## src/rtl/bullet_pool_pkg.sv

```systemverilog
// Shared game constants and types used by the bullet pool and its consumers.
package bullet_pool_pkg;

   localparam int unsigned BULLET_SLOTS    = 4;
   localparam int unsigned BULLET_COOLDOWN = 8;
   localparam int unsigned BULLET_STEP     = 6;
   localparam int unsigned BULLET_X_LIMIT  = 600;
   localparam int unsigned BULLET_X_W      = 12;
   localparam int unsigned BULLET_Y_W      = 11;

   typedef struct packed {
      logic                         valid;
      logic                         dir;
      logic signed [BULLET_X_W-1:0] x;
      logic signed [BULLET_Y_W-1:0] y;
   } bullet_slot_t;

   // Slot index width, never narrower than one bit.
   function automatic int unsigned idx_width(input int unsigned n);
      return (n > 1) ? $clog2(n) : 1;
   endfunction

endpackage

```

## src/rtl/bullet_pool_if.sv

```systemverilog
// Fire/hit request bus and per-slot position bus between controller, pool and renderer.
interface bullet_pool_if
   import bullet_pool_pkg::*;
#(
   parameter int unsigned NUM_SLOTS = BULLET_SLOTS,
   parameter int unsigned X_W       = BULLET_X_W,
   parameter int unsigned Y_W       = BULLET_Y_W
);
   localparam int unsigned IDX_W = idx_width(NUM_SLOTS);
   localparam int unsigned CNT_W = $clog2(NUM_SLOTS + 1);

   logic                     i_frame_tick;
   logic                     i_fire;
   logic [X_W-1:0]           i_spawn_x;
   logic [Y_W-1:0]           i_spawn_y;
   logic                     i_dir;
   logic                     i_hit_valid;
   logic [IDX_W-1:0]         i_hit_idx;
   logic [NUM_SLOTS-1:0]     o_valid;
   logic [NUM_SLOTS*X_W-1:0] o_x;
   logic [NUM_SLOTS*Y_W-1:0] o_y;
   logic                     o_fire_ack;
   logic [IDX_W-1:0]         o_ack_idx;
   logic [CNT_W-1:0]         o_count;
   logic                     o_full;

   modport master (
      output i_frame_tick, i_fire, i_spawn_x, i_spawn_y, i_dir, i_hit_valid, i_hit_idx,
      input  o_valid, o_x, o_y, o_fire_ack, o_ack_idx, o_count, o_full
   );

   modport slave (
      input  i_frame_tick, i_fire, i_spawn_x, i_spawn_y, i_dir, i_hit_valid, i_hit_idx,
      output o_valid, o_x, o_y, o_fire_ack, o_ack_idx, o_count, o_full
   );

endinterface

```

## src/rtl/bullet_pool_slot_alloc.sv

```systemverilog
// Lowest-index free slot finder over the registered valid vector.
module slot_alloc #(
   parameter int unsigned NUM_SLOTS = 4,
   parameter int unsigned IDX_W     = 2
) (
   input  logic [NUM_SLOTS-1:0] valid,
   output logic                 found,
   output logic [IDX_W-1:0]     idx
);

   // Scan downward so the last hit is the lowest free index.
   always_comb begin
      found = 1'b0;
      idx   = '0;
      for (int k = int'(NUM_SLOTS) - 1; k >= 0; k--) begin
         if (!valid[k]) begin
            found = 1'b1;
            idx   = IDX_W'(k);
         end
      end
   end

endmodule

```

## src/rtl/bullet_pool.sv

```systemverilog
// Multi-slot projectile manager: allocates bullets on fire, steps them on frame
// ticks, and retires them on playfield exit or collision hit.
module bullet_pool
   import bullet_pool_pkg::*;
#(
   parameter int unsigned NUM_SLOTS = BULLET_SLOTS,
   parameter int unsigned X_W       = BULLET_X_W,
   parameter int unsigned Y_W       = BULLET_Y_W,
   parameter int unsigned STEP      = BULLET_STEP,
   parameter int unsigned LIMIT     = BULLET_X_LIMIT,
   parameter int unsigned COOLDOWN  = BULLET_COOLDOWN
) (
   input logic         i_clk,
   input logic         i_rst,
   bullet_pool_if.slave bus
);

   localparam int unsigned IDX_W = idx_width(NUM_SLOTS);
   localparam int unsigned CNT_W = $clog2(NUM_SLOTS + 1);
   localparam int unsigned CD_W  = (COOLDOWN > 0) ? $clog2(COOLDOWN + 1) : 1;
   localparam logic signed [X_W:0] STEP_S = (X_W+1)'(STEP);
   localparam logic signed [X_W:0] LIM_S  = (X_W+1)'(LIMIT);

   logic [NUM_SLOTS-1:0] valid_q, valid_d;
   logic [NUM_SLOTS-1:0] dir_q, dir_d;
   logic signed [X_W-1:0] x_q [NUM_SLOTS];
   logic signed [X_W-1:0] x_d [NUM_SLOTS];
   logic signed [Y_W-1:0] y_q [NUM_SLOTS];
   logic signed [Y_W-1:0] y_d [NUM_SLOTS];
   logic signed [X_W:0]   moved [NUM_SLOTS];
   logic [CD_W-1:0]       cd_q, cd_d;
   logic                  ack_q, ack_d;
   logic [IDX_W-1:0]      ack_idx_q, ack_idx_d;
   logic [CNT_W-1:0]      count_q, count_d;
   logic                  full_q, full_d;
   logic                  free_found;
   logic [IDX_W-1:0]      free_idx;
   logic                  accept;

   slot_alloc #(
      .NUM_SLOTS(NUM_SLOTS),
      .IDX_W    (IDX_W)
   ) u_slot_alloc (
      .valid(valid_q),
      .found(free_found),
      .idx  (free_idx)
   );

   // Next state: tick motion first, then hit removal, then allocation into a free slot.
   always_comb begin
      valid_d   = valid_q;
      dir_d     = dir_q;
      x_d       = x_q;
      y_d       = y_q;
      cd_d      = cd_q;
      ack_idx_d = ack_idx_q;
      count_d   = '0;
      accept    = bus.i_fire && free_found && (cd_q == '0);
      ack_d     = accept;

      for (int k = 0; k < int'(NUM_SLOTS); k++) begin
         moved[k] = dir_q[k] ? ({x_q[k][X_W-1], x_q[k]} - STEP_S)
                             : ({x_q[k][X_W-1], x_q[k]} + STEP_S);
         if (bus.i_frame_tick && valid_q[k]) begin
            if (moved[k] > LIM_S || moved[k] < -LIM_S) valid_d[k] = 1'b0;
            else                                         x_d[k]     = moved[k][X_W-1:0];
         end
         if (bus.i_hit_valid && bus.i_hit_idx == IDX_W'(k)) valid_d[k] = 1'b0;
         if (accept && free_idx == IDX_W'(k)) begin
            valid_d[k] = 1'b1;
            dir_d[k]   = bus.i_dir;
            x_d[k]     = bus.i_spawn_x;
            y_d[k]     = bus.i_spawn_y;
         end
         count_d = count_d + CNT_W'(valid_d[k]);
      end
      full_d = &valid_d;

      if (accept) begin
         cd_d      = CD_W'(COOLDOWN);
         ack_idx_d = free_idx;
      end else if (bus.i_frame_tick && cd_q != '0) begin
         cd_d = cd_q - CD_W'(1);
      end
   end

   always_ff @(posedge i_clk) begin
      if (i_rst) begin
         valid_q   <= '0;
         dir_q     <= '0;
         cd_q      <= '0;
         ack_q     <= 1'b0;
         ack_idx_q <= '0;
         count_q   <= '0;
         full_q    <= 1'b0;
         for (int k = 0; k < int'(NUM_SLOTS); k++) begin
            x_q[k] <= '0;
            y_q[k] <= '0;
         end
      end else begin
         valid_q   <= valid_d;
         dir_q     <= dir_d;
         cd_q      <= cd_d;
         ack_q     <= ack_d;
         ack_idx_q <= ack_idx_d;
         count_q   <= count_d;
         full_q    <= full_d;
         for (int k = 0; k < int'(NUM_SLOTS); k++) begin
            x_q[k] <= x_d[k];
            y_q[k] <= y_d[k];
         end
      end
   end

   for (genvar k = 0; k < int'(NUM_SLOTS); k++) begin : g_pos
      assign bus.o_x[k*X_W +: X_W] = x_q[k];
      assign bus.o_y[k*Y_W +: Y_W] = y_q[k];
   end

   assign bus.o_valid    = valid_q;
   assign bus.o_fire_ack = ack_q;
   assign bus.o_ack_idx  = ack_idx_q;
   assign bus.o_count    = count_q;
   assign bus.o_full     = full_q;

endmodule

```

## src/flat_wrapper.sv

```systemverilog
// flat-port wrapper written by rule: the top's interface ports become plain ports
module bullet_pool_flat import bullet_pool_pkg::*;
#(
   parameter int unsigned NUM_SLOTS = BULLET_SLOTS,
   parameter int unsigned X_W       = BULLET_X_W,
   parameter int unsigned Y_W       = BULLET_Y_W,
   parameter int unsigned STEP      = BULLET_STEP,
   parameter int unsigned LIMIT     = BULLET_X_LIMIT,
   parameter int unsigned COOLDOWN  = BULLET_COOLDOWN
)
  (i_clk, i_rst, bus_i_frame_tick, bus_i_fire, bus_i_spawn_x, bus_i_spawn_y, bus_i_dir, bus_i_hit_valid, bus_i_hit_idx, bus_o_valid, bus_o_x, bus_o_y, bus_o_fire_ack, bus_o_ack_idx, bus_o_count, bus_o_full);
  bullet_pool_if #(.NUM_SLOTS(NUM_SLOTS), .X_W(X_W), .Y_W(Y_W)) bus_i ();
  input logic i_clk;
  input logic i_rst;
  input wire logic [$bits(bus_i.i_frame_tick)-1:0] bus_i_frame_tick;
  input wire logic [$bits(bus_i.i_fire)-1:0] bus_i_fire;
  input wire logic [$bits(bus_i.i_spawn_x)-1:0] bus_i_spawn_x;
  input wire logic [$bits(bus_i.i_spawn_y)-1:0] bus_i_spawn_y;
  input wire logic [$bits(bus_i.i_dir)-1:0] bus_i_dir;
  input wire logic [$bits(bus_i.i_hit_valid)-1:0] bus_i_hit_valid;
  input wire logic [$bits(bus_i.i_hit_idx)-1:0] bus_i_hit_idx;
  output wire logic [$bits(bus_i.o_valid)-1:0] bus_o_valid;
  output wire logic [$bits(bus_i.o_x)-1:0] bus_o_x;
  output wire logic [$bits(bus_i.o_y)-1:0] bus_o_y;
  output wire logic [$bits(bus_i.o_fire_ack)-1:0] bus_o_fire_ack;
  output wire logic [$bits(bus_i.o_ack_idx)-1:0] bus_o_ack_idx;
  output wire logic [$bits(bus_i.o_count)-1:0] bus_o_count;
  output wire logic [$bits(bus_i.o_full)-1:0] bus_o_full;
  assign bus_i.i_frame_tick = bus_i_frame_tick;
  assign bus_i.i_fire = bus_i_fire;
  assign bus_i.i_spawn_x = bus_i_spawn_x;
  assign bus_i.i_spawn_y = bus_i_spawn_y;
  assign bus_i.i_dir = bus_i_dir;
  assign bus_i.i_hit_valid = bus_i_hit_valid;
  assign bus_i.i_hit_idx = bus_i_hit_idx;
  assign bus_o_valid = bus_i.o_valid;
  assign bus_o_x = bus_i.o_x;
  assign bus_o_y = bus_i.o_y;
  assign bus_o_fire_ack = bus_i.o_fire_ack;
  assign bus_o_ack_idx = bus_i.o_ack_idx;
  assign bus_o_count = bus_i.o_count;
  assign bus_o_full = bus_i.o_full;
  bullet_pool #(.NUM_SLOTS(NUM_SLOTS), .X_W(X_W), .Y_W(Y_W), .STEP(STEP), .LIMIT(LIMIT), .COOLDOWN(COOLDOWN)) u_core (.i_clk(i_clk), .i_rst(i_rst), .bus(bus_i));
endmodule
```

## config.mk

```make
export PLATFORM = sky130hd
export DESIGN_NAME = bullet_pool_flat
export DESIGN_NICKNAME = d
export VERILOG_FILES = /design/src/rtl/bullet_pool_pkg.sv /design/src/rtl/bullet_pool_if.sv /design/src/rtl/bullet_pool_slot_alloc.sv /design/src/rtl/bullet_pool.sv /design/src/flat_wrapper.sv
export SDC_FILE = /design/constraint.sdc
export NUM_CORES = 1
export LEC_CHECK = 0
export ABC_AREA = 1
export CAP_MARGIN = 0
export CORE_ASPECT_RATIO = 1.4
export CORE_UTILIZATION = 35
export CTS_CLUSTER_DIAMETER = 100
export CTS_CLUSTER_SIZE = 40
export DETAILED_ROUTE_END_ITERATION = 8
export PLACE_DENSITY = 0.56
export SYNTH_ARGS = -nofsm -noshare
export SYNTH_HDL_FRONTEND = slang
export SYNTH_SLANG_ARGS = --single-unit
```

## constraint.sdc

```tcl
create_clock -name i_clk -period 3.4 [get_ports i_clk]
set_input_delay 0.68 -clock i_clk [delete_from_list [all_inputs] [get_ports i_clk]]
set_output_delay 0.68 -clock i_clk [all_outputs]
set_load 0.1 [all_outputs]
```

==> results of run 1 <==
==> cell usage after synthesis, drive strengths merged <==
cell type,n
buf,14
clkbuf,20
a22o,1
nand2,385
nor3,8
o21a,2
xnor2,4
nand3b,5
a31oi,3
nand4,25
ha,44
inv,155
a21oi,57
xor2,4
o21ai,97
nand3,128
nor2,186
a21o,2
fa,5
o21bai,6
dfxtp,111
and2,2
mux2i,4
==> where the power goes <==
| group | switching, uW | internal, uW |
|---|---|---|
| registers | 176 | 1530 |
| clock network | 550 | 569 |
| logic | 2950 | 1120 |
| total | 3680 | 3220 |
==> cell families after synthesis <==
| kind of cell | count (synthesis) | synth area share |
|---|---|---|
| AND/OR/NAND/NOR | 739 | 0.403 |
| buffers and inverters | 189 | 0.0953 |
| AO/OA/AOI/OAI | 168 | 0.114 |
| flip-flops | 111 | 0.288 |
| adder cells (fa/ha/maj) | 49 | 0.0845 |
| XOR/XNOR | 8 | 0.00909 |
| multiplexers | 4 | 0.00520 |
==> sequential cells by signal (all words and copies together), names as in the netlist <==
| register | flops |
|---|---|
| u_core.bus.o_count | 3 |
| u_core.bus.o_fire_ack | 1 |
| u_core.bus.o_valid | 4 |
| u_core.bus.o_x | 48 |
| u_core.cd_q | 4 |
| u_core.bus.o_ack_idx | 2 |
| u_core.bus.o_full | 1 |
| u_core.dir_q | 4 |
| u_core.bus.o_y | 44 |
==> metal layers <==
metal / part of all wire / wire length [microns] / up-vias / global-route usage
met5: 0 / 0 / - / 0
met4: 0.033 / 873 / 0 / 0.102
met3: 0.047 / 1230 / 44 / 0.0425
met2: 0.49 / 12900 / 182 / 0.404
met1: 0.43 / 11500 / 3816 / 0.289
li1: - / - / 4348 / -
==> final timing paths <==
kind | slack [ns] | start | endpoint | cells after the start
max reg2reg | 0.21 | u_core.dir_q[1] | u_core.bus.o_count[1] | 18
max | 0.21 | u_core.dir_q[1] | u_core.bus.o_count[1] | 18
min | 0.47 | u_core.bus.o_ack_idx[1] | u_core.bus.o_ack_idx[1] | 2
min reg2reg | 0.47 | u_core.bus.o_ack_idx[1] | u_core.bus.o_ack_idx[1] | 2
==> area by class of cell <==
type                            instances  area, sq um  area share
Multi-Input combinational cell        968         4990       0.509
Timing Repair Buffer                  156         1330       0.135
Sequential cell                       111         2250       0.229
Inverter                              155          582      0.0592
Tap cell                              292          365      0.0372
Clock inverter                          4         33.8     0.00344
Clock buffer                           12          267      0.0271
==> critical path: stages (launching register included) <==
cell	delay [ns]
dfxtp_2	0.34
buf_12	0.15
ha_2	0.37
nand2_1	0.09
nand2_1	0.09
a21oi_2	0.05
buf_4	0.13
nand4_1	0.08
nand2_1	0.10
and2_1	0.17
nand3_1	0.12
nand2_2	0.09
o21ai_2	0.14
nand2_1	0.07
ha_1	0.31
fa_1	0.39
ha_1	0.28
inv_1	0.06
nor2_1	0.03
==> per-stage QoR <==
| step | total power, uW | utilization | setup TNS (ns) | std cells | hold slack (ns) |
|---|---|---|---|---|---|
| after global routing | 7350 | 0.460 | -0.0330 | 1698 | 0.511 |
| after detailed placement | 5610 | 0.433 | -0.0149 | 1680 | 0.464 |
| final | 6900 | 0.460 | 0 | 1698 | 0.475 |
| after global placement | 5590 | 0.433 | 0 | 1680 | 0.457 |
| after floorplan | 4640 | - | 0 | 1268 | 0.501 |
| after CTS | 6730 | 0.447 | 0 | 1696 | 0.481 |
==> what timing repair did <==
action | in CTS | in global routing
setup buffers | 0 | 2
pin swaps | 0 | 5
setup endpoints to repair | 1 | 3
cloned | 0 | 0
gates resized for setup | 1 | 61
==> results by group, run 1 <==
STA
  • Setup ws final: 0.213 ns
  • Peak Freq: 0.314 GHz
  • Worst-Margin Slew: 0.980 ns
  • Ratio of final minimum period to clock period: 0.937
  • Final setup viols: 0
  • Worst clock skew: 0.0125 ns
  • Fin. Hold Viols: 0
  • Crit path time final: 3.19 ns
  • Slew headroom: 0.344
  • Slew Viols, Final: 0

Yosys
  • Syn_area_per_cell: 6.08 sq um
  • Post-synth top area cell: dfxtp_1
  • Top area cells in the synthesized netlist: dfxtp_1, nand2_1, nor2_1, nand3_1, ha_1
  • Distinct cell type count of the synthesized netlist: 36
  • Post-synthesis sequential area ratio: 0.288
  • Mapped cell area: 7700 sq um
  • Synth Register Bits: 111
  • Post-Syn Instances: 1268
  • YS warnings: 0
  • Synthesized Nets: 1348
  • Yosys top cell area share: 0.288

Worst setup path
  • Startpoint types: register
  • CP required: 3.65 ns
  • Crit. End Element: register
  • Worst EP arrival: 3.43 ns
  • Crit path max fanout: 9
  • Setup Crit Path Kind: reg2reg

CTS
  • CTS H-tree depth: 3
  • Number of buffers created by CTS: 9
  • CTS Buffer Depth: 2
  • CTS Sinks: 111
  • Worst-Skew Late Latency: 0.37 ns
  • TritonCTS clock tree: done
  • Clk root buf: clkbuf_16
  • Hold_buf cts: 0
  • Clock transition at path regs: 0.08 ns

Power and ir drop
  • Leakage: 0.00488 uW
  • Pwr dens: 703 nW/um^2
  • Peak supply drop: 0.404 mV

Run status
  • Outcome: finished clean

Run
  • Maxcap violations: 0

Cells and area
  • Antenna cell count: 0
  • Share of layout cells above drive strength 1: 0.157
  • Most common cell after layout, fill and taps aside: nand2_1
  • Commonest non-fill, non-tap cells in the layout: nand2_1, nor2_1, inv_1, nand3_1, buf_4
  • Area Growth Syn to Fin: 27.5%
  • Final Instance Area: 9820 sq um
  • Fillcell total: 2271
  • Net total in the final layout: 1481

Routing
  • Final ANT Viol Nets: 0
  • Vias: 8390
  • Routed wire length: 26500 microns
  • Vias per cell: 4.94
  • Iter 0 DRT Violations: 427
  • Post-route DRC: 0
  • DRT Pass-1 Iters: 7
  • Wire length per cell: 15.6 microns

Die
  • Ports: 134
  • Core Area: 21400 sq um
  • Row cnt: 63
  • Die Area: 22600 sq um
  • Die X: 127 microns
  • Initial Util: 0.361
  • Die Ht: 178 microns

GRT
  • Number of global-route vias before repair: 7889
  • Pin count of the biggest net entering global routing: 59
  • GRT Residual Overflow: 0
  • First-pass GRT wire length: 41000 microns
  • GRT Util Overall: 0.236
  • Initial antenna violation count: 0

Min path
  • Hold Path Class: reg2reg

Placement
  • Placed cell areas: 9260 sq um
  • Dpl hpwl: 20300 microns
  • IO buf count: 133
  • RD Place Congestion: 0.888
  • Placement-stage worst setup slack: -0.0149 ns
(Power assumes the default switching activity.)
==> run 2: changes to the inputs <==
--- a/config.mk
+++ b/config.mk
@@ -8,6 +8,7 @@
 export ABC_AREA = 1
 export CAP_MARGIN = 0
 export CORE_ASPECT_RATIO = 1.4
+export CORE_MARGIN = 1.5
 export CORE_UTILIZATION = 35
 export CTS_CLUSTER_DIAMETER = 100
 export CTS_CLUSTER_SIZE = 40
==> run 2 against run 1 <==
- setup slack better by 0.0086 ns
- clock skew down 0.0035 ns
- count of clock-buffer cells in the layout down 2
- maximum frequency up 0.27%
- core utilization down 1.1 points
- sequential power about the same
- flip-flop and latch count unchanged
- critical endpoint unchanged
- largest cell class unchanged
- cell count up 0.24%
==> results by group, run 2 (synthesis results as in run 1) <==
STA
  • Final setup viols: 0
  • Worst clock skew: 0.00901 ns
  • Slew headroom: 0.340
  • Fin. Hold Viols: 0
  • Ratio of final minimum period to clock period: 0.935
  • Slew Viols, Final: 0
  • Crit path time final: 3.18 ns
  • Peak Freq: 0.315 GHz
  • Setup ws final: 0.222 ns
  • Worst-Margin Slew: 0.987 ns
  • TNS Setup: 0 ns

Routing
  • Vias per cell: 4.85
  • Iter 0 DRT Violations: 397
  • DRT Pass-1 Iters: 5
  • Post-route DRC: 0
  • Wire length per cell: 15.1 microns
  • Final ANT Viol Nets: 0
  • Vias: 8252
  • Metal3 WL: 949 microns
  • Routed wire length: 25800 microns
  • Highest Signal Layer: met4
  • Met2 WL: 12600 microns
  • DRT met1 WL: 11200 microns

Power and ir drop
  • Leakage: 0.00486 uW
  • Internal power: 3140 uW
  • Switching share of power: 0.535
  • Switching pwr: 3610 uW
  • Pwr dens: 693 nW/um^2
  • Clk network pwr share: 0.153
  • Share of power burned in registers: 0.252
  • Combinational power share: 0.594
  • Final Total Pwr: 6750 uW
  • Peak supply drop: 0.382 mV

CTS
  • Clock transition at path regs: 0.08 ns
  • TritonCTS clock tree: done
  • CTS Sinks: 111
  • Number of buffers created by CTS: 9
  • CTS H-tree depth: 3
  • Worst-Skew Late Latency: 0.37 ns
  • CTS Buffer Depth: 2
  • Clk root buf: clkbuf_16
  • Hold_buf cts: 0

Worst setup path
  • Worst flop-to-flop path startpoint: u_core.dir_q[1]
  • Worst EP arrival: 3.41 ns
  • Crit. End Element: register
  • R2R Path End: u_core.bus.o_count[1]
  • WP buf/inv: 2
  • Reg2reg path depth: 20
  • Crit-path cells: buf_12, ha_2, nand2_1, nor2_2, nand2_1, nand3_2, nand2_1, nand2_1, nand2_1, nand2_1, nand2_1, nand3_1, nand2_1, o21ai_2, nand2_1, ha_1, fa_1, ha_1, inv_1, nor2_1
  • Crit path max fanout: 9
  • CP peak stage delay: 0.40 ns
  • Family with the most delay on the worst path: adder cells
  • Startpoint types: register
  • R2R Setup Slk: 0.22 ns
  • Setup Crit Path Kind: reg2reg
  • CP required: 3.64 ns
  • Slowest cell on crit path: fa_1
  • Cell mode on critical path: nand2_1

GRT
  • Number of global-route vias before repair: 7704
  • First-pass GRT wire length: 40100 microns
  • Pin count of the biggest net entering global routing: 39
  • Initial antenna violation count: 0
  • GRT Util Overall: 0.226
  • GRT Residual Overflow: 0

Placement
  • IO buf count: 133
  • RD Place Congestion: 0.872
  • Placement-stage worst setup slack: 0.0232 ns
  • Dpl hpwl: 20300 microns
  • Placed cell areas: 9260 sq um
  • Placed cell count: 1686

Cells and area
  • Fin cells: 1702
  • Area Growth Syn to Fin: 26.5%
  • Share of layout cells above drive strength 1: 0.149
  • Max FFs per register: 48
  • Net total in the final layout: 1481
  • Final Instance Area: 9740 sq um
  • Antenna cell count: 0
  • Most common cell after layout, fill and taps aside: nand2_1
  • Commonest non-fill, non-tap cells in the layout: nand2_1, nor2_1, inv_1, nand3_1, buf_4

Min path
  • HP Start: u_core.bus.o_ack_idx[1]
  • Hold-critical path endpoint: u_core.bus.o_ack_idx[1]
  • Worst hold stages: 2
  • Hold Path Class: reg2reg

Die
  • Ports: 134
  • Core Area: 21700 sq um
  • Initial Util: 0.355
  • Die Area: 22900 sq um
  • Die Ht: 179 microns
  • Row cnt: 64
  • Die X: 128 microns

Run status
  • Outcome: finished clean

Run
  • Maxcap violations: 0
==> run 2: layer usage <==
layer  track usage  vias to the layer above
li1              -                     4339
met3        0.0282                       47
met1         0.279                     3694
met4         0.103                        0
met2         0.391                      172
met5             0                        -
==> run 2: how the worst max path moves through the flow <==
stage	from	slack [ns]	cells past startpoint	endpoint
floorplan	u_core.bus.o_valid[1]	0.02	13	u_core.bus.o_count[1]
global placement	u_core.dir_q[1]	0.05	21	u_core.bus.o_count[1]
detailed placement	u_core.dir_q[1]	0.02	22	u_core.bus.o_count[1]
finish	u_core.dir_q[1]	0.22	20	u_core.bus.o_count[1]
CTS	u_core.dir_q[1]	0.003	21	u_core.bus.o_count[1]
global route	u_core.dir_q[0]	-0.03	18	u_core.bus.o_count[1]
==> run 2: worst reg2reg max path, cell delays in order (launching register included) <==
cell and delay, ns:
dfxtp_2 0.34, buf_12 0.14, ha_2 0.37, nand2_1 0.09
nor2_2 0.11, nand2_1 0.11, nand3_2 0.10, nand2_1 0.07
nand2_1 0.05, nand2_1 0.05, nand2_1 0.09, nand2_1 0.06
nand3_1 0.10, nand2_1 0.12, o21ai_2 0.14, nand2_1 0.07
ha_1 0.29, fa_1 0.40, ha_1 0.27, inv_1 0.05
nor2_1 0.03
==> run 2: what timing repair did <==
action	in CTS	in global routing
hold endpoints to repair	0	0
gates resized for setup	0	48
buffers inserted	0	1
setup endpoints to repair	0	3
==> run 2: final cells by class <==
type | instances | area (sq um)
fillers | 2324 | 12000
multi-input cells | 968 | 4950
flip-flops and latches | 111 | 2250
repair buffers | 156 | 1320
inverters | 155 | 582
well taps | 297 | 372
clock buffers | 10 | 229
clock inverters | 5 | 41.3
==> run 2: power groups by stage <==
stage	clock network (uW)	registers, uW	logic [uW]
detailed placement	0	1720	3850
CTS	1060	1690	3870
global placement	0	1720	3850
finish	1030	1700	4010
floorplan	0	2990	1640
global route	1100	1730	4380
==> run 2: metrics by stage <==
step,util,hold WS [ns]
after floorplan,-,0.501
after global placement,0.427,0.457
after detailed placement,0.427,0.464
after CTS,0.439,0.483
after global routing,0.449,0.503
final,0.449,0.473
==> run 3: changes to the inputs <==
--- a/config.mk
+++ b/config.mk
@@ -13,7 +13,6 @@
 export CTS_CLUSTER_DIAMETER = 100
 export CTS_CLUSTER_SIZE = 40
 export DETAILED_ROUTE_END_ITERATION = 8
-export PLACE_DENSITY = 0.56
 export SYNTH_ARGS = -nofsm -noshare
 export SYNTH_HDL_FRONTEND = slang
 export SYNTH_SLANG_ARGS = --single-unit
==> constraint.sdc (replaced) <==
create_clock -name i_clk -period 2.9 [get_ports i_clk]
set_input_delay 0.58 -clock i_clk [delete_from_list [all_inputs] [get_ports i_clk]]
set_output_delay 0.58 -clock i_clk [all_outputs]
set_load 0.1 [all_outputs]
==> run 3 against run 2 <==
- the run now ends with setup timing left
- flip-flop and latch count unchanged
- core utilization grew 5.3 points
- non-clock buffer count up 77
- global-route usage grew 1.0 points
- critical path type unchanged
- critical endpoint unchanged
- largest cell class unchanged
==> results by group, run 3 (synthesis results as in run 1) <==
Run status
  • Outcome: finished with violations
  • Failing checks: setup timing

Power and ir drop
  • Combinational power share: 0.633
  • Pwr dens: 833 nW/um^2
  • Leakage: 0.00537 uW
  • Share of power burned in registers: 0.228
  • Internal power: 4420 uW
  • Final Total Pwr: 9060 uW
  • Peak supply drop: 0.458 mV
  • Clk network pwr share: 0.139
  • Switching share of power: 0.513
  • Switching pwr: 4650 uW

Placement
  • Placement-stage worst setup slack: -0.247 ns
  • IO buf count: 133
  • Placed cell count: 1742
  • RD Place Congestion: 0.882
  • Dpl hpwl: 21100 microns

Run
  • Maxcap violations: 0

Min path
  • Hold Path Class: reg2reg

Die
  • Row cnt: 64
  • Initial Util: 0.355
  • Ports: 134
  • Die Area: 22900 sq um
  • Core Area: 21700 sq um
  • Die Ht: 179 microns
  • Die X: 128 microns

Cells and area
  • Antenna cell count: 0
  • Max FFs per register: 48
  • Share of layout cells above drive strength 1: 0.294
  • Fin cells: 1780
  • Most common cell after layout, fill and taps aside: nand2_1
  • Area Growth Syn to Fin: 41.3%
  • Net total in the final layout: 1558
  • Fillcell total: 2273
  • Commonest non-fill, non-tap cells in the layout: nand2_1, buf_4, nor2_1, inv_1, nand3_1
  • Final Util: 0.501

GRT
  • Pin count of the biggest net entering global routing: 48
  • First-pass GRT wire length: 42100 microns
  • Initial antenna violation count: 0
  • GRT Util Overall: 0.236
  • Number of global-route vias before repair: 8351
  • GRT Residual Overflow: 0

STA
  • Peak Freq: 0.332 GHz
  • Crit path time final: 3.01 ns
  • Slew Viols, Final: 0
  • Fin. Hold Viols: 0
  • TNS Setup: -0.159 ns
  • Final setup viols: 2
  • RSZ-0062 raised after global routing: yes
  • Worst-Margin Slew: 0.502 ns
  • Setup ws final: -0.113 ns
  • Ratio of final minimum period to clock period: 1.04
  • Slew headroom: 0.665
  • Worst clock skew: 0.00936 ns

Routing
  • Vias per cell: 4.93
  • Final ANT Viol Nets: 0
  • Routed wire length: 27100 microns
  • Wire length per cell: 15.2 microns
  • Iter 0 DRT Violations: 469
  • DRT Pass-1 Iters: 7
  • Vias: 8779
  • Post-route DRC: 0

Worst setup path
  • Startpoint types: register
  • Crit path max fanout: 8
  • R2R Setup Slk: -0.11 ns
  • Worst EP arrival: 3.32 ns
  • CP required: 3.20 ns
  • Crit. End Element: register
  • Setup Crit Path Kind: reg2reg

CTS
  • Clk root buf: clkbuf_16
  • TritonCTS clock tree: done
  • CTS Buffer Depth: 2
  • Clock transition at path regs: 0.08 ns
  • Worst-Skew Late Latency: 0.37 ns
  • CTS Sinks: 111
  • Number of buffers created by CTS: 9
  • CTS H-tree depth: 3
==> run 3: cell count changes in the layout (fill, tap and decap cells not counted), sizes merged <==
| cell | delta |
|---|---|
| clkinvlp | -2 |
| inv | +3 |
| clkdlybuf4s50 | -20 |
| buf | +97 |
==> run 3: timing repair <==
action | 4_1_cts | 5_1_grt
resized for setup | 55 | 74
hold buffers | 0 | 0
setup endpoints to repair | 3 | 3
setup buffers | 14 | 8
pin swaps | 23 | 24
==> run 3: final timing paths <==
check	from	to	cells past startpoint
max	u_core.dir_q[0]	u_core.bus.o_count[1]	17
min	u_core.bus.o_x[43]	u_core.bus.o_x[43]	2
max reg2reg	u_core.dir_q[0]	u_core.bus.o_count[1]	17
min reg2reg	u_core.bus.o_x[43]	u_core.bus.o_x[43]	2
==> run 3: through the flow <==
step	instance area, sq um	hold WS, ns
2_1_floorplan	8080	0.501
3_3_place_gp	9970	0.461
3_5_place_dp	9970	0.464
4_1_cts	10600	0.476
5_1_grt	10900	0.500
6_report	10900	0.471
==> run 3: layer usage <==
| layer | share of wire | GRT usage | up-vias |
|---|---|---|---|
| met1 | 0.40 | 0.269 | 4013 |
| met5 | 0 | 0 | - |
| met4 | 0.040 | 0.110 | 0 |
| met3 | 0.038 | 0.0291 | 62 |
| li1 | - | - | 4501 |
| met2 | 0.52 | 0.436 | 203 |
==> run 3: area by class of cell <==
| class | count | area, sq um | area share |
|---|---|---|---|
| multi-input combinational | 968 | 5390 | 0.495 |
| sequential | 111 | 2350 | 0.216 |
| timing repair buffer | 233 | 1900 | 0.174 |
| inverter | 155 | 587 | 0.0539 |
| tap | 297 | 372 | 0.0341 |
| clock buffer | 10 | 229 | 0.0210 |
| clock inverter | 6 | 60.1 | 0.00552 |
==> run 3: power groups by stage <==
stage          clock [uW]  combinational [uW]  sequential [uW]
4_1_cts              1300                5460             2070
5_1_grt              1330                6160             2100
6_report             1260                5730             2070
3_5_place_dp            0                5100             2120
2_1_floorplan           0                2080             3590
3_3_place_gp            0                5050             2120
==> run 3: critical path, stage by stage (launching register included) <==
cell and delay, ns:
dfxtp_4 0.42, buf_6 0.14, ha_4 0.28, buf_4 0.12, nand2_2 0.05, nor2_2 0.18, nand3_2 0.14, nand4_1 0.12
nand2_1 0.09, nand3_2 0.10, nand2_2 0.07, o21ai_2 0.16, nand2_2 0.09, ha_4 0.25, fa_2 0.36, ha_4 0.28
inv_2 0.02, nor2_1 0.07
